### src/rtl/mips_cpu_pkg.sv
`default_nettype none
// ============================================================================
// Module   : mips_cpu_pkg
// Purpose  : Shared fetch FSM state type, default addresses and helpers.
// Revision : 1.0
// ============================================================================
package mips_cpu_pkg;

    typedef enum logic [1:0] {
        S_IDLE = 2'd0,
        S_REQ  = 2'd1,
        S_HOLD = 2'd2,
        S_HALT = 2'd3
    } fetch_state_t;

    localparam logic [31:0] FETCH_RESET_VECTOR = 32'hBFC0_0000;
    localparam logic [31:0] FETCH_HALT_ADDR    = 32'h0000_0000;

    function automatic logic [31:0] word_align(input logic [31:0] addr);
        return {addr[31:2], 2'b00};
    endfunction

endpackage
`default_nettype wire

### src/rtl/mips_cpu_next_pc.sv
`default_nettype none
// ============================================================================
// Module   : mips_cpu_next_pc
// Purpose  : Selects the PC following the current fetch and flags a halt PC.
// Revision : 1.0
// ============================================================================
module mips_cpu_next_pc
    import mips_cpu_pkg::*;
#(
    parameter logic [31:0] HALT_ADDR = FETCH_HALT_ADDR
) (
    input  logic [31:0] i_pc,
    input  logic        i_pending,
    input  logic [31:0] i_pending_target,
    output logic [31:0] o_next_pc,
    output logic        o_is_halt
);

    // A pending redirect replaces the sequential successor of the delay slot.
    assign o_next_pc = i_pending ? i_pending_target : (i_pc + 32'd4);
    assign o_is_halt = (i_pc == HALT_ADDR);

endmodule
`default_nettype wire

### src/rtl/mips_cpu_fetch_unit.sv
`default_nettype none
// ============================================================================
// Module   : mips_cpu_fetch_unit
// Purpose  : Instruction-fetch master with delay-slot redirect and halt detect.
// Revision : 1.0
// ============================================================================
module mips_cpu_fetch_unit
    import mips_cpu_pkg::*;
#(
    parameter logic [31:0] RESET_VECTOR = FETCH_RESET_VECTOR,
    parameter logic [31:0] HALT_ADDR    = FETCH_HALT_ADDR
) (
    input  logic        clk,
    input  logic        rst_n,
    output logic [31:0] mem_address,
    output logic        mem_read,
    input  logic        mem_waitrequest,
    input  logic [31:0] mem_readdata,
    output logic [31:0] instr_word,
    output logic [31:0] instr_pc,
    output logic        instr_valid,
    input  logic        instr_ready,
    input  logic        redirect_valid,
    input  logic [31:0] redirect_target,
    output logic        active
);

    fetch_state_t state_q, state_d;
    logic [31:0]  pc_q, pc_d;
    logic [31:0]  word_q, word_d;
    logic [31:0]  ipc_q, ipc_d;
    logic         pending_q, pending_d;
    logic [31:0]  pending_target_q, pending_target_d;

    logic [31:0]  w_next_pc;
    logic         w_is_halt;

    mips_cpu_next_pc #(
        .HALT_ADDR (HALT_ADDR)
    ) u_next_pc (
        .i_pc             (pc_q),
        .i_pending        (pending_q),
        .i_pending_target (pending_target_q),
        .o_next_pc        (w_next_pc),
        .o_is_halt        (w_is_halt)
    );

    always_comb begin
        state_d          = state_q;
        pc_d             = pc_q;
        word_d           = word_q;
        ipc_d            = ipc_q;
        pending_d        = pending_q;
        pending_target_d = pending_target_q;
        case (state_q)
            S_IDLE: state_d = S_REQ;
            S_REQ: begin
                if (!mem_waitrequest) begin
                    word_d  = mem_readdata;
                    ipc_d   = pc_q;
                    pc_d    = w_next_pc;
                    state_d = S_HOLD;
                end
            end
            S_HOLD: begin
                if (instr_ready) begin
                    state_d = w_is_halt ? S_HALT : S_REQ;
                    // Pending stays set until the delay slot itself is consumed,
                    // so a branch sitting in the slot cannot override the first.
                    if (pending_q) begin
                        pending_d = 1'b0;
                    end else if (redirect_valid) begin
                        pending_d        = 1'b1;
                        pending_target_d = word_align(redirect_target);
                    end
                end
            end
            S_HALT:  state_d = S_HALT;
            default: state_d = S_IDLE;
        endcase
    end

    always_ff @(posedge clk or negedge rst_n) begin
        if (!rst_n) begin
            state_q          <= S_IDLE;
            pc_q             <= RESET_VECTOR;
            word_q           <= 32'd0;
            ipc_q            <= 32'd0;
            pending_q        <= 1'b0;
            pending_target_q <= 32'd0;
        end else begin
            state_q          <= state_d;
            pc_q             <= pc_d;
            word_q           <= word_d;
            ipc_q            <= ipc_d;
            pending_q        <= pending_d;
            pending_target_q <= pending_target_d;
        end
    end

    assign mem_address = word_align(pc_q);
    assign mem_read    = (state_q == S_REQ);
    assign instr_valid = (state_q == S_HOLD);
    assign active      = (state_q == S_REQ) || (state_q == S_HOLD);
    assign instr_word  = word_q;
    assign instr_pc    = ipc_q;

endmodule
`default_nettype wire

### config.mk
export PLATFORM = sky130hd
export DESIGN_NAME = mips_cpu_fetch_unit
export DESIGN_NICKNAME = d
export VERILOG_FILES = /design/src/rtl/mips_cpu_pkg.sv /design/src/rtl/mips_cpu_next_pc.sv /design/src/rtl/mips_cpu_fetch_unit.sv
export SDC_FILE = /design/constraint.sdc
export NUM_CORES = 1
export LEC_CHECK = 0
export ABC_CLOCK_PERIOD_IN_PS = 4600
export CAP_MARGIN = 10
export CORE_ASPECT_RATIO = 2
export CORE_MARGIN = 5
export CORE_UTILIZATION = 52
export DETAILED_ROUTE_END_ITERATION = 16
export PLACE_DENSITY = 0.89
export SLEW_MARGIN = 5
export SYNTH_ARGS = -nofsm -noshare
export SYNTH_HDL_FRONTEND = slang
export SYNTH_SLANG_ARGS = --single-unit
### constraint.sdc
create_clock -name clk -period 4.6 [get_ports clk]
set_clock_uncertainty 0.2 [all_clocks]
set_input_delay 0.92 -clock clk [delete_from_list [all_inputs] [get_ports clk]]
set_output_delay 0.92 -clock clk [all_outputs]
set_load 0.05 [all_outputs]
Word level (Yosys, flattened, before mapping) --
Index checks and enable logic that the tools add are counted.
Storage, ports and cells: bits in registers 129, bits of input ports 69, output and inout bits 99, word-level logic and storage cells 28
Cells by class: add/sub/neg operators 1, equal/unequal tests 5, multiplexer cells 7, bitwise logic cells 2, reductions and logical operators 7
Operators with widths (count):
- $add 32x3->32 const B | 1
- $logic_not 32->1 | 1
- $mux 32 | 1
- $pmux 2 s4 | 1
- $mux 2 | 3
- $reduce_and 2->1 | 3
- $eq 2x2->1 const B | 2
- $reduce_and 4->1 | 1
- $eq 2x1->1 const B | 1
- $logic_not 2->1 | 1
- $mux 1 | 2
- $ne 2x1->1 const B | 1
- $ne 2x2->1 const B | 1
- $not 1->1 | 2
- $logic_or 1x1->1 | 1

Depth between registers and ports, before layout --
Gate-level depths: netlist (run 1).
word-level depth 4, gate-level depth with buffers 8, mapped depth without buffers 7

Modules after synthesis --
From an unflattened synthesis (run 1), not the netlist that was laid out.
Unflattened totals: cells, all modules 502, area, all modules 6444.9 µm²
By module, submodules not included:
- mips_cpu_fetch_unit | times used 1, cells an instance 323, area each 5355.1 µm², seq. area each 3239.4 µm²
- mips_cpu_next_pc | times used 1, cells an instance 179, area each 1089.8 µm², seq. area each 0.0 µm²

Worst setup path before layout (run 1) --
No wires, ideal clock.
path kind reg2reg, start point register pc_q[11], end point register pc_q[31], setup time 0.089 ns, arrival time 2.208 ns, data required time 4.311 ns, slack 2.103 ns, cell stages (with the launch flop) 7, buffers on the path 1, clock period less this slack 2.497 ns, cell sequence dfrtp_1 -> clkbuf_8 -> nand4_1 -> or2_2 -> nor4_4 -> mux2_2 -> a211oi_1
On the way: cells in the longest elaborated chain, start to end 2
RTL lines:
- start, declared | line mips_cpu_fetch_unit.sv:29 | logic [31:0] pc_q, pc_d;
- start signal, assigned | line mips_cpu_fetch_unit.sv:93 | pc_q <= pc_d;
- $add 32x3->32 | line mips_cpu_next_pc.sv:20 | assign o_next_pc = i_pending ? i_pending_target : (i_pc + 32'd4);
- $mux 32 | line mips_cpu_next_pc.sv:20
No other way between the ends. A chain may end at the register's enable or synchronous reset.

Worst setup path after layout (run 1) --
start point register state_q[1], end point output mem_read
On the way: cells in the longest elaborated chain, start to end 1
RTL lines:
- start, declared | line mips_cpu_fetch_unit.sv:28 | fetch_state_t state_q, state_d;
- start signal, assigned | line mips_cpu_fetch_unit.sv:92 | state_q <= state_d;
- $eq 2x1->1 | line mips_cpu_fetch_unit.sv:102 | assign mem_read = (state_q == S_REQ);
- end, declared | line mips_cpu_fetch_unit.sv:16 | output logic mem_read,
No other way between the ends.

==> impl_metrics.ini, run 1 <==
[routing]
via_count = 5183
drt_iter0_drc = 523
ant_nets = 0
dr.pass1.iters = 6
viasPerCell = 5.76
wl_per_cell_um = 19.4
finalWirelength_um = 17500
drc = 0

[sta]
maxSlewHeadroom_pct = 33.7
setup_viol_count_final = 0
setup_tns_ns = 0
post-route-min-period_ns = 3.24
fmax_mhz = 309
min_period_over_period_pct = 70.3
hold_violations = 0
worstMarginPinSlew_ns = 0.995
grt_setup_unrepaired = false
drv_slew = 0

[die]
initial_core_util_pct = 53.1
rows = 54
core_mm2 = 0.0109
io_pins = 168
die_width_um = 84.7
dieHeight_um = 159
dieArea_mm2 = 0.0135

[place]
place.gp.congestion = 0.905
dp_cells = 867
port_buffers = 161
dp_hpwl_um = 11800

[layout]
fin_util_pct = 73.8
drive_gt1_share_pct = 12.0
nNetsFinal = 821
instances_no_fill = 900
areaGrowthSynthToFinish_pct = 39.0

[clock_network]
numCtsBuffers = 17
cts_resized = 0
post_cts_buffers = 0
ctsHoldBuffers = 0
cts.reportedPaths.clkPinSlew_ns = 0.06
clk_path_buf_depth = 2
h-tree-depth = 4
cts-root-buf = clkbuf_16
worstSkewPairLatency_ns = 0.42
cts_tree = yes
cts.sinks = 125

[global_route]
grt_pass1_wl_um = 27700
grt_max_degree = 97
antenna_found_initial = 1
grt_use_total_pct = 26.0
grt_overflow = 0
grt_pass1_vias = 5346

[critical_path]
startpoint_type = register
r2r_cells = 7
critical_path_peak_fanout = 5
timing.rr.start = state_q[1]
end_kind = primary output
worst_ep_arrival_time_ns = 2.12
path_class = register to primary output
ff2ff_setup_slack_ns = 1.92
reg2reg_to = pc_q[10]
cp.required_ns = 3.48

[run_status]
status = completed

[logic_synthesis]
synth_edf_count = 0
yosysSeqAreaShare_pct = 54.1
synthTopCellsByArea = dfrtp_1 50%, nand2_1 13%, mux2_2 6.2%, dfstp_2 4.1%, o21ai_0 2.2%
async_flop_share_pct = 100
syn_area_mm2 = 0.00581
avgSynthCellArea_um2 = 9.68
synthAdderAreaFrac_pct = 1.29
synth_mux_area_share_pct = 6.90
synthDistinctLibCells = 55
yosysWarnings = 0
yosysMostFrequentCell = nand2_1
ys_ff_latch = 125
synth_compound_gate_area_share_pct = 10.2
synth_area_leader_cell = dfrtp_1
synth_xor_area_share_pct = 0
synth.top_cell.area_share_pct = 50.0
synth_top_family_by_area = simple AND/OR/NAND/NOR gates
synth_flop_cell = dfrtp_1
synthSimpleGateAreaFrac_pct = 22.3
synth_common_cells = 195 x nand2_1, 116 x dfrtp_1, 32 x mux2_2
syn_inst = 600

[worst_hold_path]
hold_path.class = register to register
min_from = instr_word[11]
worstHoldEndpoint = instr_word[11]
holdPathStages = 2

[power]
power_leakage_nw = 3.64
powerDensity_mw_per_mm2 = 853
ir_drop_mv = 0.538

[job]
cap_viol_max_count = 0
==> sequential cells by signal, indices dropped and copies added, names as in the netlist <==
| signal | flops |
|---|---|
| pc_q | 30 |
| pending_q | 1 |
| instr_pc | 30 |
| pending_target_q | 30 |
| state_q | 2 |
| instr_word | 32 |
==> stage by stage <==
| stage | hold slack, ns | worst slack [ns] | area [um2] | power [mW] |
|---|---|---|---|---|
| 3_3_place_gp | 0.258 | 1.45 | 7410 | 5.25 |
| 6_report | 0.272 | 1.36 | 8070 | 6.89 |
| 3_5_place_dp | 0.261 | 1.28 | 7410 | 5.38 |
| 4_1_cts | 0.276 | 1.33 | 8070 | 6.90 |
| 5_1_grt | 0.294 | 1.27 | 8070 | 7.19 |
| 2_1_floorplan | 0.271 | 2.10 | 5820 | 4.23 |
==> placed cells by master, fill, tap and decap left out, drive strengths merged, types with 2 or more instances in the layout <==
cell type        n
a211oi           3
a21o             2
a21oi           24
a22oi            5
a2bb2oi          3
a311oi           2
a32oi            2
and3             8
and4             5
buf              8
bufinv           5
clkbuf          19
clkdlybuf4s50  160
clkinv           3
clkinvlp         3
conb             4
dfrtp          116
dfstp            9
ha               6
inv             13
mux2            32
mux2i            4
nand2          195
nand3           15
nand4           12
nor2            20
nor2b            3
nor3             3
nor3b            3
nor4            10
nor4b            2
o211ai           2
o21ai           25
o22a             7
o22ai            9
or3              3
==> logic make-up after synthesis <==
family                     count (synthesis)
DFF                                      125
adders and majority gates                  6
and+or+nand+nor                          284
muxes                                     36
buffers and inverters                     55
other                                      1
AOI/OAI and AO/OA                         93
==> worst max path at each step <==
| stage | slack (ns) | endpoint | depth (start not counted) | start |
|---|---|---|---|---|
| after floorplan | 2.10 | pc_q[31] | 6 | pc_q[11] |
| after global placement | 1.45 | pc_q[21] | 4 | mem_waitrequest |
| after detailed placement | 1.28 | pc_q[21] | 4 | mem_waitrequest |
| after CTS | 1.33 | mem_read | 3 | state_q[1] |
| after global routing | 1.27 | mem_read | 3 | state_q[1] |
| final | 1.36 | mem_read | 3 | state_q[1] |
==> metal layers <==
metal / vias up / routed length, um / GRT usage (%)
li1: 2337 / - / -
met1: 2473 / 5870 / 28.4
met2: 296 / 9340 / 45.5
met3: 77 / 1210 / 5.49
met4: 0 / 1060 / 15.1
met5: - / 0 / 0
==> power by group <==
part           switching, mW  internal [mW]
sequential             0.489           1.61
combinational           2.19           1.11
clock                  0.509          0.980
==> worst max-delay path: stages (launching register included) <==
cell             delay [ns]
dfrtp_1                0.43
inv_1                  0.11
ha_1                   0.31
clkdlybuf4s50_1        0.86
==> final cells by class <==
| cell class | instances | area, um2 |
|---|---|---|
| Multi-Input combinational cell | 423 | 2400 |
| Sequential cell | 125 | 3140 |
| Clock inverter | 13 | 213 |
| Fill cell | 774 | 2870 |
| Timing Repair Buffer | 168 | 1660 |
| Inverter | 11 | 41.3 |
| Antenna cell | 1 | 2.50 |
| Tap cell | 140 | 175 |
| Clock buffer | 19 | 443 |
Note: power is estimated with default switching activity, not from simulation.
==> run 2, diff against run 1 <==
--- a/config.mk
+++ b/config.mk
@@ -5,13 +5,13 @@
 export SDC_FILE = /design/constraint.sdc
 export NUM_CORES = 1
 export LEC_CHECK = 0
-export ABC_CLOCK_PERIOD_IN_PS = 4600
+export ABC_CLOCK_PERIOD_IN_PS = 3200
 export CAP_MARGIN = 10
 export CORE_ASPECT_RATIO = 2
 export CORE_MARGIN = 5
-export CORE_UTILIZATION = 52
+export CORE_UTILIZATION = 48
 export DETAILED_ROUTE_END_ITERATION = 16
-export PLACE_DENSITY = 0.89
+export PLACE_DENSITY = 0.84
 export SLEW_MARGIN = 5
 export SYNTH_ARGS = -nofsm -noshare
 export SYNTH_HDL_FRONTEND = slang
==> constraint.sdc (replaced) <==
create_clock -name clk -period 3.2 [get_ports clk]
set_clock_uncertainty 0.2 [all_clocks]
set_input_delay 0.64 -clock clk [delete_from_list [all_inputs] [get_ports clk]]
set_output_delay 0.64 -clock clk [all_outputs]
set_load 0.05 [all_outputs]
==> impl_metrics.ini, run 2 (synthesized netlist as in run 1, its figures left out) <==
[global_route]
grt_pass1_vias = 5121
grt_max_degree = 72
grt_use_total_pct = 22.6
antenna_found_initial = 0
grt_pass1_wl_um = 25600
grt_overflow = 0

[sta]
maxSlewHeadroom_pct = 60.1
min_period_over_period_pct = 92.5
setup_viol_count_final = 0
holdWs_ns = 0.271
hold_violations = 0
drv_slew = 0
grt_setup_unrepaired = false
worstMarginPinSlew_ns = 0.597
setup_tns_ns = 0
post-route-min-period_ns = 2.96
fmax_mhz = 338

[routing]
dr.pass1.iters = 6
via_count = 5015
wl_per_cell_um = 17.5
viasPerCell = 5.50
finalWirelength_um = 15900
drc = 0
drt_iter0_drc = 472
ant_nets = 0

[clock_network]
cts-root-buf = clkbuf_16
cts_tree = yes
h-tree-depth = 4
cts.sinks = 125
numCtsBuffers = 17
cts_resized = 0
clk_path_buf_depth = 2
cts.reportedPaths.clkPinSlew_ns = 0.06
worstSkewPairLatency_ns = 0.42

[layout]
diodes = 0
instances_no_fill = 911
nNetsFinal = 826
drive_gt1_share_pct = 12.6
mostFrequentLayoutCells = 195 x nand2_1, 160 x clkdlybuf4s50_1, 116 x dfrtp_1
final_common_cell = nand2_1
final_cell_area_mm2 = 0.00810
fin_util_pct = 67.6
largest_reg_flops = 32
areaGrowthSynthToFinish_pct = 39.5

[critical_path]
startpoint_type = register
end_kind = primary output
path_class = register to primary output
worst_ep_arrival_time_ns = 2.12
critical_path_peak_fanout = 5
cp.required_ns = 2.36

[die]
core_mm2 = 0.0120
rows = 57
io_pins = 168
dieArea_mm2 = 0.0145
die_width_um = 87.8
dieHeight_um = 166
initial_core_util_pct = 48.5

[worst_hold_path]
hold_path.class = register to register

[power]
powerDensity_mw_per_mm2 = 1200
power_leakage_nw = 3.66
ir_drop_mv = 0.937

[job]
cap_viol_max_count = 0

[place]
dp_cells = 878
dp_hpwl_um = 10700
placedInstanceArea_mm2 = 0.00748
port_buffers = 161
place.gp.congestion = 0.885

[run_status]
status = completed
run 2: cell types whose count changed in the layout (fill, tap and decap cells not counted):
| cell | before | now |
|---|---|---|
| clkbuf_1 | 1 | 0 |
| diode_2 | 1 | 0 |
| buf_4 | 8 | 10 |
| bufinv_16 | 5 | 3 |
| inv_6 | 2 | 5 |
| dlygate4sd3_1 | 0 | 1 |
| buf_12 | 0 | 2 |
| clkinv_4 | 2 | 3 |
| clkbuf_8 | 1 | 0 |
run 2: final cells by class:
type,count,area (um2)
inverters,11,41.3
well taps,147,184
multi-input cells,423,2400
flip-flops and latches,125,3140
fillers,923,3880
clock inverters,15,188
clock buffers,17,425
repair buffers,173,1730
run 2: path summary, 6_finish.rpt:
check	end	depth (start not counted)	slack, ns	start
worst min-delay path	instr_pc[9]	2	0.27	instr_pc[9]
worst max register to register	pc_q[31]	5	0.82	pc_q[12]
worst max-delay path	mem_read	3	0.24	state_q[1]
max in group asynchronous	pc_q[11]	3	1.59	rst_n
min in group asynchronous	instr_pc[20]	2	0.50	rst_n
worst min register to register	instr_pc[9]	2	0.27	instr_pc[9]
run 2: power breakdown:
part           switching, mW  internal (mW)  total [mW]  leakage [nW]
Clock                  0.762           1.24        2.00         0.291
Combinational           3.11           1.63        4.74          1.84
Sequential             0.653           2.32        2.97          1.53
run 2: layer usage:
metal	global-route usage (%)	wire [um]	share of wire [%]
met5	0	0	0
met4	8.17	312	2.0
met3	7.65	1490	9.4
met2	37.0	8060	51
met1	27.4	6050	38
run 2: timing repair:
| item | 4_1_cts | 5_1_grt |
|---|---|---|
| hold buffers | 1 | 0 |
| endpoints found under the hold margin | 27 | 0 |
| setup endpoints to repair | 0 | 0 |
| buffers inserted | 0 | 0 |
run 2: critical path: stages (launching register included):
cell             delay (ns)
dfrtp_1                0.42
inv_1                  0.10
ha_1                   0.31
clkdlybuf4s50_1        0.86
run 2: metrics by stage:
stage,setup slack [ns],total power [mW]
global placement,0.619,7.59
detailed placement,0.560,7.71
finish,0.242,9.71
global route,0.176,10.2
floorplan,0.703,6.08
CTS,0.227,9.76
==> run 3, diff against run 2 <==
--- a/config.mk
+++ b/config.mk
@@ -10,6 +10,7 @@
 export CORE_ASPECT_RATIO = 2
 export CORE_MARGIN = 5
 export CORE_UTILIZATION = 48
+export CTS_CLUSTER_DIAMETER = 60
 export DETAILED_ROUTE_END_ITERATION = 16
 export PLACE_DENSITY = 0.84
 export SLEW_MARGIN = 5
==> results of run 3 <==
Same layout as run 2: the final DEF is identical, and so are final timing and power.
